## src/rtl/l2_tag_pkg.sv

```systemverilog
// Shared widths, issuer FSM encoding and address split helper for the L2 tag front end.
package l2_tag_pkg;

    localparam int ADDR_W   = 32;
    localparam int OFFSET_W = 6;
    localparam int SET_W    = 9;
    localparam int TAG_W    = ADDR_W - SET_W - OFFSET_W;
    localparam int STATE_W  = 3;
    localparam int CNT_W    = 4;
    localparam int WAY_W    = 4;
    localparam int LAT_MAX  = 7;

    // Fixed encodings so state values stay stable for existing debug tooling.
    localparam logic [2:0] ST_IDLE        = 3'd0;
    localparam logic [2:0] ST_ISSUE       = 3'd1;
    localparam logic [2:0] ST_WAIT_WAY    = 3'd2;
    localparam logic [2:0] ST_RESP        = 3'd3;
    localparam logic [2:0] ST_FLUSH_ISSUE = 3'd4;
    localparam logic [2:0] ST_FLUSH_WAIT  = 3'd5;

    typedef enum logic [2:0] {
        S_IDLE        = ST_IDLE,
        S_ISSUE       = ST_ISSUE,
        S_WAIT_WAY    = ST_WAIT_WAY,
        S_RESP        = ST_RESP,
        S_FLUSH_ISSUE = ST_FLUSH_ISSUE,
        S_FLUSH_WAIT  = ST_FLUSH_WAIT
    } iss_state_e;

    typedef struct packed {
        logic [TAG_W-1:0] tag;
        logic [SET_W-1:0] set;
    } addr_split_t;

    function automatic addr_split_t split_addr(input logic [ADDR_W-1:0] addr);
        addr_split_t s;
        s.tag = addr[ADDR_W-1 -: TAG_W];
        s.set = addr[OFFSET_W +: SET_W];
        return s;
    endfunction

endpackage

```

## src/rtl/l2_tag_lat_watchdog.sv

```systemverilog
// Counts cycles spent waiting for the bank's way result and raises a sticky
// timeout once the wait reaches LAT_MAX cycles without an answer.
module l2_tag_lat_watchdog #(
    parameter int LAT_MAX = 7
) (
    input  logic clk,
    input  logic rst,
    input  logic start,
    input  logic active,
    input  logic done,
    output logic err_timeout
);

    localparam int              CW        = $clog2(LAT_MAX + 1);
    localparam logic [CW-1:0]   LAT_MAX_C = CW'(LAT_MAX);
    localparam logic [CW-1:0]   LAT_LAST  = LAT_MAX_C - 1'b1;

    logic [CW-1:0] cnt_reg;
    logic          err_reg;

    // The error is raised on the edge where the count becomes LAT_MAX, so an
    // answer arriving exactly LAT_MAX cycles after issue is still on time.
    always_ff @(posedge clk or negedge rst) begin
        if (!rst) begin
            cnt_reg <= '0;
            err_reg <= 1'b0;
        end else if (start) begin
            cnt_reg <= '0;
        end else if (active && !done) begin
            if (cnt_reg != LAT_MAX_C) begin
                cnt_reg <= cnt_reg + 1'b1;
            end
            if (cnt_reg >= LAT_LAST) begin
                err_reg <= 1'b1;
            end
        end
    end

    assign err_timeout = err_reg;

endmodule

```

## src/rtl/l2_tag_req_issuer.sv

```systemverilog
// Sequencer in front of the L2 tag bank: splits client addresses, drives the bank
// flex channels with one request and one flush in flight, and flags protocol errors.
module l2_tag_req_issuer #(
    parameter int ADDR_W   = l2_tag_pkg::ADDR_W,
    parameter int OFFSET_W = l2_tag_pkg::OFFSET_W,
    parameter int SET_W    = l2_tag_pkg::SET_W,
    parameter int STATE_W  = l2_tag_pkg::STATE_W,
    parameter int CNT_W    = l2_tag_pkg::CNT_W,
    parameter int WAY_W    = l2_tag_pkg::WAY_W,
    parameter int LAT_MAX  = l2_tag_pkg::LAT_MAX
) (
    input  logic                              clk,
    input  logic                              rst,
    input  logic                              req_valid,
    output logic                              req_ready,
    input  logic [ADDR_W-1:0]                 req_addr,
    input  logic                              req_has_state,
    input  logic [STATE_W-1:0]                req_state,
    input  logic                              req_has_cnt,
    input  logic [CNT_W-1:0]                  req_cnt,
    input  logic                              flush_req_valid,
    output logic                              flush_req_ready,
    output logic                              rsp_valid,
    input  logic                              rsp_ready,
    output logic [WAY_W-1:0]                  rsp_way,
    output logic                              flush_done,
    output logic                              tag_in_valid,
    input  logic                              tag_in_ready,
    output logic [ADDR_W-SET_W-OFFSET_W-1:0]  tag_in,
    output logic                              set_in_valid,
    input  logic                              set_in_ready,
    output logic [SET_W-1:0]                  set_in,
    output logic                              state_in_valid,
    input  logic                              state_in_ready,
    output logic [STATE_W-1:0]                state_in,
    output logic                              inv_ack_cnt_in_valid,
    input  logic                              inv_ack_cnt_in_ready,
    output logic [CNT_W-1:0]                  inv_ack_cnt_in,
    input  logic                              way_out_valid,
    output logic                              way_out_ready,
    input  logic [WAY_W-1:0]                  way_out,
    output logic                              flush_in_valid,
    input  logic                              flush_in_ready,
    input  logic                              flush_complete_valid,
    output logic                              flush_complete_ready,
    output logic                              err_timeout,
    output logic                              err_spurious
);

    import l2_tag_pkg::*;

    localparam int TAG_W = ADDR_W - SET_W - OFFSET_W;

    iss_state_e          state_reg;
    iss_state_e          state_next;

    logic [TAG_W-1:0]    tag_reg;
    logic [SET_W-1:0]    set_reg;
    logic [STATE_W-1:0]  state_val_reg;
    logic [CNT_W-1:0]    cnt_val_reg;
    logic                has_state_reg;
    logic                has_cnt_reg;
    logic                rsp_valid_reg;
    logic [WAY_W-1:0]    rsp_way_reg;
    logic                flush_in_valid_reg;
    logic                flush_done_reg;
    logic                err_spurious_reg;

    logic                in_idle;
    logic                go;
    logic                issue_fire;
    logic                accept_req;
    logic                accept_flush;
    logic                way_hit;
    logic                flush_hs;
    logic                flush_cpl;

    assign in_idle = (state_reg == S_IDLE);

    // Readies are gated by reset so the client sees nothing while the block is held.
    assign flush_req_ready = in_idle & rst;
    assign req_ready       = in_idle & ~flush_req_valid & rst;
    assign accept_flush    = flush_req_ready & flush_req_valid;
    assign accept_req      = req_ready & req_valid;

    // Optional channels only hold back the issue when the request actually uses them.
    assign go = tag_in_ready & set_in_ready
              & (~has_state_reg | state_in_ready)
              & (~has_cnt_reg   | inv_ack_cnt_in_ready);

    assign issue_fire           = (state_reg == S_ISSUE) & go;
    assign tag_in_valid         = issue_fire;
    assign set_in_valid         = issue_fire;
    assign state_in_valid       = issue_fire & has_state_reg;
    assign inv_ack_cnt_in_valid = issue_fire & has_cnt_reg;

    assign way_out_ready        = (state_reg == S_WAIT_WAY);
    assign flush_complete_ready = (state_reg == S_FLUSH_WAIT);
    assign way_hit              = way_out_ready & way_out_valid;
    assign flush_cpl            = flush_complete_ready & flush_complete_valid;
    assign flush_hs             = flush_in_valid_reg & flush_in_ready;

    always_comb begin
        state_next = state_reg;
        case (state_reg)
            S_IDLE: begin
                if (flush_req_valid) begin
                    state_next = S_FLUSH_ISSUE;
                end else if (req_valid) begin
                    state_next = S_ISSUE;
                end
            end
            S_ISSUE: begin
                if (go) state_next = S_WAIT_WAY;
            end
            S_WAIT_WAY: begin
                if (way_out_valid) state_next = S_RESP;
            end
            S_RESP: begin
                if (rsp_ready) state_next = S_IDLE;
            end
            S_FLUSH_ISSUE: begin
                if (flush_hs) state_next = S_FLUSH_WAIT;
            end
            S_FLUSH_WAIT: begin
                if (flush_complete_valid) state_next = S_IDLE;
            end
            default: state_next = S_IDLE;
        endcase
    end

    always_ff @(posedge clk or negedge rst) begin
        if (!rst) begin
            state_reg <= S_IDLE;
        end else begin
            state_reg <= state_next;
        end
    end

    // Payload is captured once on acceptance and held until the next accept.
    always_ff @(posedge clk or negedge rst) begin
        if (!rst) begin
            tag_reg       <= '0;
            set_reg       <= '0;
            state_val_reg <= '0;
            cnt_val_reg   <= '0;
            has_state_reg <= 1'b0;
            has_cnt_reg   <= 1'b0;
        end else if (accept_req) begin
            tag_reg       <= req_addr[ADDR_W-1 -: TAG_W];
            set_reg       <= req_addr[OFFSET_W +: SET_W];
            state_val_reg <= req_state;
            cnt_val_reg   <= req_cnt;
            has_state_reg <= req_has_state;
            has_cnt_reg   <= req_has_cnt;
        end
    end

    always_ff @(posedge clk or negedge rst) begin
        if (!rst) begin
            rsp_valid_reg <= 1'b0;
            rsp_way_reg   <= '0;
        end else if (way_hit) begin
            rsp_valid_reg <= 1'b1;
            rsp_way_reg   <= way_out;
        end else if (rsp_valid_reg && rsp_ready) begin
            rsp_valid_reg <= 1'b0;
        end
    end

    always_ff @(posedge clk or negedge rst) begin
        if (!rst) begin
            flush_in_valid_reg <= 1'b0;
            flush_done_reg     <= 1'b0;
        end else begin
            if (accept_flush) begin
                flush_in_valid_reg <= 1'b1;
            end else if (flush_hs) begin
                flush_in_valid_reg <= 1'b0;
            end
            flush_done_reg <= flush_cpl;
        end
    end

    // Any bank response arriving while nothing is waiting for it is a protocol error.
    always_ff @(posedge clk or negedge rst) begin
        if (!rst) begin
            err_spurious_reg <= 1'b0;
        end else if ((way_out_valid && !way_out_ready) ||
                     (flush_complete_valid && !flush_complete_ready)) begin
            err_spurious_reg <= 1'b1;
        end
    end

    l2_tag_lat_watchdog #(
        .LAT_MAX (LAT_MAX)
    ) u_lat_watchdog (
        .clk         (clk),
        .rst         (rst),
        .start       (issue_fire),
        .active      (way_out_ready),
        .done        (way_out_valid),
        .err_timeout (err_timeout)
    );

    assign tag_in         = tag_reg;
    assign set_in         = set_reg;
    assign state_in       = state_val_reg;
    assign inv_ack_cnt_in = cnt_val_reg;
    assign rsp_valid      = rsp_valid_reg;
    assign rsp_way        = rsp_way_reg;
    assign flush_in_valid = flush_in_valid_reg;
    assign flush_done     = flush_done_reg;
    assign err_spurious   = err_spurious_reg;

endmodule

```

## config.mk

```make
export PLATFORM = sky130hd
export DESIGN_NAME = l2_tag_req_issuer
export DESIGN_NICKNAME = d
export VERILOG_FILES = /design/src/rtl/l2_tag_pkg.sv /design/src/rtl/l2_tag_lat_watchdog.sv /design/src/rtl/l2_tag_req_issuer.sv
export SDC_FILE = /design/constraint.sdc
export NUM_CORES = 1
export LEC_CHECK = 0
export ABC_CLOCK_PERIOD_IN_PS = 2050
export CORE_UTILIZATION = 25
export CTS_BUF_LIST = sky130_fd_sc_hd__clkbuf_4 sky130_fd_sc_hd__clkbuf_8
export CTS_CLUSTER_DIAMETER = 30
export DETAILED_ROUTE_END_ITERATION = 6
export HOLD_SLACK_MARGIN = 0.02
export SYNTH_ARGS = -nofsm -noshare
export SYNTH_HDL_FRONTEND = slang
export SYNTH_SLANG_ARGS = --single-unit
export TNS_END_PERCENT = 30
```

## constraint.sdc

```tcl
create_clock -name clk -period 2.05 [get_ports clk]
set_input_delay 0.41 -clock clk [delete_from_list [all_inputs] [get_ports clk]]
set_output_delay 0.41 -clock clk [all_outputs]
set_load 0.01 [all_outputs]
```

==> results of run 1 <==
==> Yosys cell counts, drive strengths merged (2+ instances only) <==
master	count
dfrtp	50
mux2	39
inv	6
nand2	6
o21ai	6
buf	5
nor2	5
and3	4
nor2b	4
a21oi	3
a22oi	3
clkbuf	3
ha	3
a21o	2
nand2b	2
nand4	2
or3	2
==> worst max-delay path, stage by stage <==
cell and delay (ns):
clkdlybuf4s50_1 0.46, and2_4 0.14, buf_4 0.10, nand4_1 0.10
nor2_1 0.13, dlygate4sd2_1 0.28
==> power groups by stage <==
| stage | clock (mW) | combinational [mW] | sequential, mW |
|---|---|---|---|
| 6_report | 0.832 | 1.67 | 1.54 |
| 3_3_place_gp | 0 | 1.68 | 1.56 |
| 3_5_place_dp | 0 | 1.70 | 1.55 |
| 2_1_floorplan | 0 | 0.613 | 1.70 |
| 5_1_grt | 0.896 | 1.78 | 1.60 |
| 4_1_cts | 0.861 | 1.70 | 1.55 |
==> layout by cell type, fill, tap and decap left out, types with 2 or more instances in the layout <==
cell type	instances
or3_1	2
clkdlybuf4s50_1	91
dlygate4sd2_1	6
buf_4	16
nor2_1	5
buf_2	2
nand4_1	2
ha_1	3
o21ai_0	6
mux2_4	30
inv_1	6
bufinv_16	2
and3_1	4
mux2_2	9
a21oi_1	3
nand2_1	6
nand2b_1	2
a22oi_1	3
nor2b_1	3
clkbuf_8	5
dfrtp_1	50
a21o_1	2
==> metrics by stage <==
stage          TNS, ns  hold slack (ns)  area [sq um]  total power, mW  cells
6_report             0            0.238          3600             4.05    382
4_1_cts              0            0.275          3600             4.11    382
3_5_place_dp     -1.10            0.479          3470             3.25    373
5_1_grt        -0.0919            0.301          3600             4.28    382
3_3_place_gp     -1.00            0.467          3470             3.24    373
2_1_floorplan        0            0.114          2270             2.31    157
==> timing repair <==
action,CTS,global route
endpoints found under the setup margin,8,4
hold buffers,0,0
resized for setup,12,3
pin swaps,1,0
setup buffers,1,0
==> area by class of cell <==
class	instances	area [sq um]
Inverter	6	22.5
Multi-Input combinational cell	93	938
Timing Repair Buffer	117	1120
Sequential cell	50	1250
Clock inverter	3	68.8
Clock buffer	5	68.8
Tap cell	108	135
Fill cell	841	5160
==> cells by family after synthesis <==
logic type,Yosys count,synth area share
flip-flops,50,0.551
multiplexers,39,0.243
AND/OR/NAND/NOR,33,0.0997
AO/OA/AOI/OAI,18,0.0518
buffers and inverters,14,0.0380
adder cells (fa/ha/maj),3,0.0165
==> final timing paths <==
check | start | end | depth (start not counted) | slack, ns
hold / removal | rst | flush_in_valid$_DFFE_PN0P_ | 2 | 0.24
hold reg to reg | rsp_valid$_DFFE_PN0P_ | rsp_valid$_DFFE_PN0P_ | 1 | 0.49
min in group clk | rsp_valid$_DFFE_PN0P_ | rsp_valid$_DFFE_PN0P_ | 1 | 0.49
max in group asynchronous | rst | rsp_way[3]$_DFFE_PN0P_ | 2 | 1.39
setup / recovery | tag_in_ready | tag_in_valid | 6 | 0.03
setup reg to reg | state_reg[0]$_DFFE_PN0P_ | tag_in[2]$_DFFE_PN0P_ | 6 | 0.26
==> layer usage <==
layer  up-vias  global-route usage  part of all wire  wire [microns]
met5         -                   0                 0               0
met4         0              0.0294            0.0019              10
met3         2              0.0331             0.053             277
met2        51               0.188              0.50            2570
met1       798               0.138              0.45            2320
li1        780                   -                 -               -
==> impl_metrics.ini, run 1 <==
[yosys]
ys.flop_type = dfrtp_1
netlist_instances = 157
yosysUniqueCellTypes = 31
synth_edf_count = 0
ys_async_sr_fraction = 1.00
yosysSeqAreaShare = 0.551
synthTopCellsByArea = dfrtp_1, mux2_4, mux2_2, buf_6, ha_1
ys_warn_count = 0
syn_nets = 217
ys_ff_latch = 50
post_synth_instance_area_sq_um = 2270
yosysTopAreaCell = dfrtp_1
syn_avg_cell_area_sq_um = 14.5
synth_top_area_frac = 0.551

[clock_network]
cts.path.max_buffers = 2
cts_made_buffers = 5
clk_pin_slew_ns = 0.09
cts-root-buf = clkbuf_8
cts_tree = done
clk_latency_ns = 0.30
clock_sinks = 50
htreeDepth = 2

[pwr]
swShare = 0.268
intPower_mw = 2.96
combinationalPowerShare = 0.413
power_density_nw_per_um2 = 1120
p_leak_nw = 1.76
clkPwrFrac = 0.205
power_switching_mw = 1.09
vdd_ir_drop_max_v = 0.000482
seqPwrFrac = 0.382

[finish]
layout.nets = 333
drive_gt1_frac = 0.263
area_growth_pct = 58.7
post-route-util = 0.411
n_antenna_cell = 0
largest_reg_flops = 17

[grt]
grt_max_degree = 51
grt_pass1_vias = 1701
antenna_found_initial = 0
grt_pass1_wl_microns = 8400
grt_usage = 0.111
gr-total-overflow = 0

[timing]
hold_viol = 0
report.final.slew_viol_count = 0
final-setup-viol-count = 0
fin_skew_ns = 0.00644
min_period_over_period = 0.984
setup_ws_ns = 0.0325
min_period_ns = 2.02
max_clock_freq_mhz = 496
slew_headroom = 0.579
timing_worst_slew_pin_value_ns = 0.631
rsz0062_at_grt = true

[placement]
io_buffers = 100
hpwl_microns = 3820
gp_congestion = 0.693
place_ws_ns = -0.283

[floorplanning]
start_util = 0.259
die_w_microns = 97.3
ioPinCount = 107
rows = 34
coreArea_sq_um = 8760
die_h_microns = 97.3
die-area_sq_um = 9470

[detailed_routing]
routed_wl_microns = 5180
vias = 1631
ant_nets = 0
first_pass_iters = 4
drc = 0
vias_per_cell = 4.27
post_drt_wl_per_cell_microns = 13.6
dr.first_iter.drc_count = 21

[critical_path]
critical_path_class = in -> out
worstSetupEndpointType = primary output
crit_fanout = 2
worstPathArrival_ns = 1.61
required_ns = 1.64
start_kind = input port

[min_path]
hold_path_class = in -> async

[run_status]
outcome = finished, final reports clean

[job]
maxCapViolCount = 0
(Power assumes the default switching activity.)
==> run 2: changes to the inputs <==
Settings changed: CORE_UTILIZATION 25 to 42, PLACE_DENSITY set to 0.82.
==> impl_metrics.ini, run 2 (synthesized netlist as in run 1, its figures left out) <==
[run_status]
outcome = finished, final reports clean

[timing]
min_period_over_period = 0.996
slew_headroom = 0.595
report.final.slew_viol_count = 0
rsz0062_at_grt = true
tns_ns = 0
max_clock_freq_mhz = 490
hold_viol = 0
min_period_ns = 2.04
final-setup-viol-count = 0
fin_skew_ns = 0.00656
timing_worst_slew_pin_value_ns = 0.607

[critical_path]
worstPathArrival_ns = 1.63
crit_fanout = 3
start_kind = input port
critical_path_class = in -> out
worstSetupEndpointType = primary output
required_ns = 1.64

[finish]
post-route-util = 0.682
layout.nets = 333
final_area_sq_um = 3530
final_cell_mix = clkdlybuf4s50_1, dfrtp_1, mux2_4
drive_gt1_frac = 0.270
final_common_cell = clkdlybuf4s50_1
n_antenna_cell = 0
area_growth_pct = 55.3
largest_reg_flops = 17

[detailed_routing]
post_drt_wl_per_cell_microns = 14.1
vias = 1644
first_pass_iters = 4
ant_nets = 0
routed_wl_microns = 4840
drc = 0
dr.first_iter.drc_count = 36
vias_per_cell = 4.78

[placement]
io_buffers = 100
hpwl_microns = 3640
dpl_cell_area_sq_um = 3420
gp_congestion = 0.732

[clock_network]
clk_latency_ns = 0.29
cts_tree = done
clock_sinks = 50
clk_pin_slew_ns = 0.09
cts_made_buffers = 5
cts.path.max_buffers = 2
htreeDepth = 2
cts-root-buf = clkbuf_8

[pwr]
power_density_nw_per_um2 = 1080
swShare = 0.283
seqPwrFrac = 0.409
vdd_ir_drop_max_v = 0.000599
clkPwrFrac = 0.149
p_leak_nw = 1.73
combinationalPowerShare = 0.442
intPower_mw = 2.73
power_switching_mw = 1.08

[floorplanning]
coreArea_sq_um = 5170
die-area_sq_um = 5700
ioPinCount = 107
rows = 26
die_w_microns = 75.5
die_h_microns = 75.5
start_util = 0.439

[job]
maxCapViolCount = 0

[grt]
gr-total-overflow = 0
grt_pass1_wl_microns = 7720
grt_pass1_vias = 1681
antenna_found_initial = 0
grt_usage = 0.183
grt_max_degree = 51

[min_path]
hold_path_class = in -> async
run 2: worst paths after layout:
path / slack [ns] / endpoint / startpoint / cells after the start
max in group asynchronous: 1.37 / state_reg[1]$_DFFE_PN0P_ / rst / 2
worst max-delay path: 0.008 / inv_ack_cnt_in_valid / tag_in_ready / 5
worst min register to register: 0.49 / rsp_valid$_DFFE_PN0P_ / rsp_valid$_DFFE_PN0P_ / 1
worst max register to register: 0.28 / set_in[7]$_DFFE_PN0P_ / state_reg[0]$_DFFE_PN0P_ / 6
worst min-delay path: 0.24 / has_state_reg$_DFFE_PN0P_ / rst / 2
min in group clk: 0.49 / rsp_valid$_DFFE_PN0P_ / rsp_valid$_DFFE_PN0P_ / 1
run 2: layout make-up:
type,instances,area (sq um)
Clock buffer,5,68.8
Tap cell,70,87.6
Multi-Input combinational cell,93,938
Inverter,6,22.5
Fill cell,389,1650
Timing Repair Buffer,117,1140
Sequential cell,50,1250
Clock inverter,3,18.8
run 2: critical path: stages:
cell and delay, ns:
clkdlybuf4s50_1 0.45, and2_1 0.14, and4_1 0.23, and3_1 0.17
clkdlybuf4s15_1 0.24
run 2: stage by stage:
stage	hold slack (ns)	instances	total power [mW]	setup WS [ns]
finish	0.245	344	3.81	0.00843
global route	0.295	344	4.03	-0.0442
CTS	0.259	343	3.85	-0.0477
detailed placement	0.467	335	3.25	-0.312
global placement	0.463	335	3.21	-0.247
floorplan	0.114	157	2.31	0.376
run 2: repair_timing:
| item | 4_1_cts | 5_1_grt |
|---|---|---|
| setup buffers | 0 | 1 |
| resized for setup | 15 | 5 |
| hold buffers | 0 | 0 |
| hold endpoints to repair | 0 | 0 |
| pin swaps | 0 | 1 |
| setup endpoints to repair | 8 | 5 |
run 2: metal layers:
metal,part of all wire,global-route usage
met2,0.53,0.329
met3,0.045,0.0437
met5,0,0
met1,0.42,0.216
met4,0.0089,0.0617
run 2: power by group through the flow:
stage	registers (mW)	clock network (mW)	logic (mW)
final	1.56	0.568	1.68
after global routing	1.60	0.626	1.80
after CTS	1.57	0.596	1.68
after detailed placement	1.57	0	1.67
after global placement	1.56	0	1.64
after floorplan	1.70	0	0.613
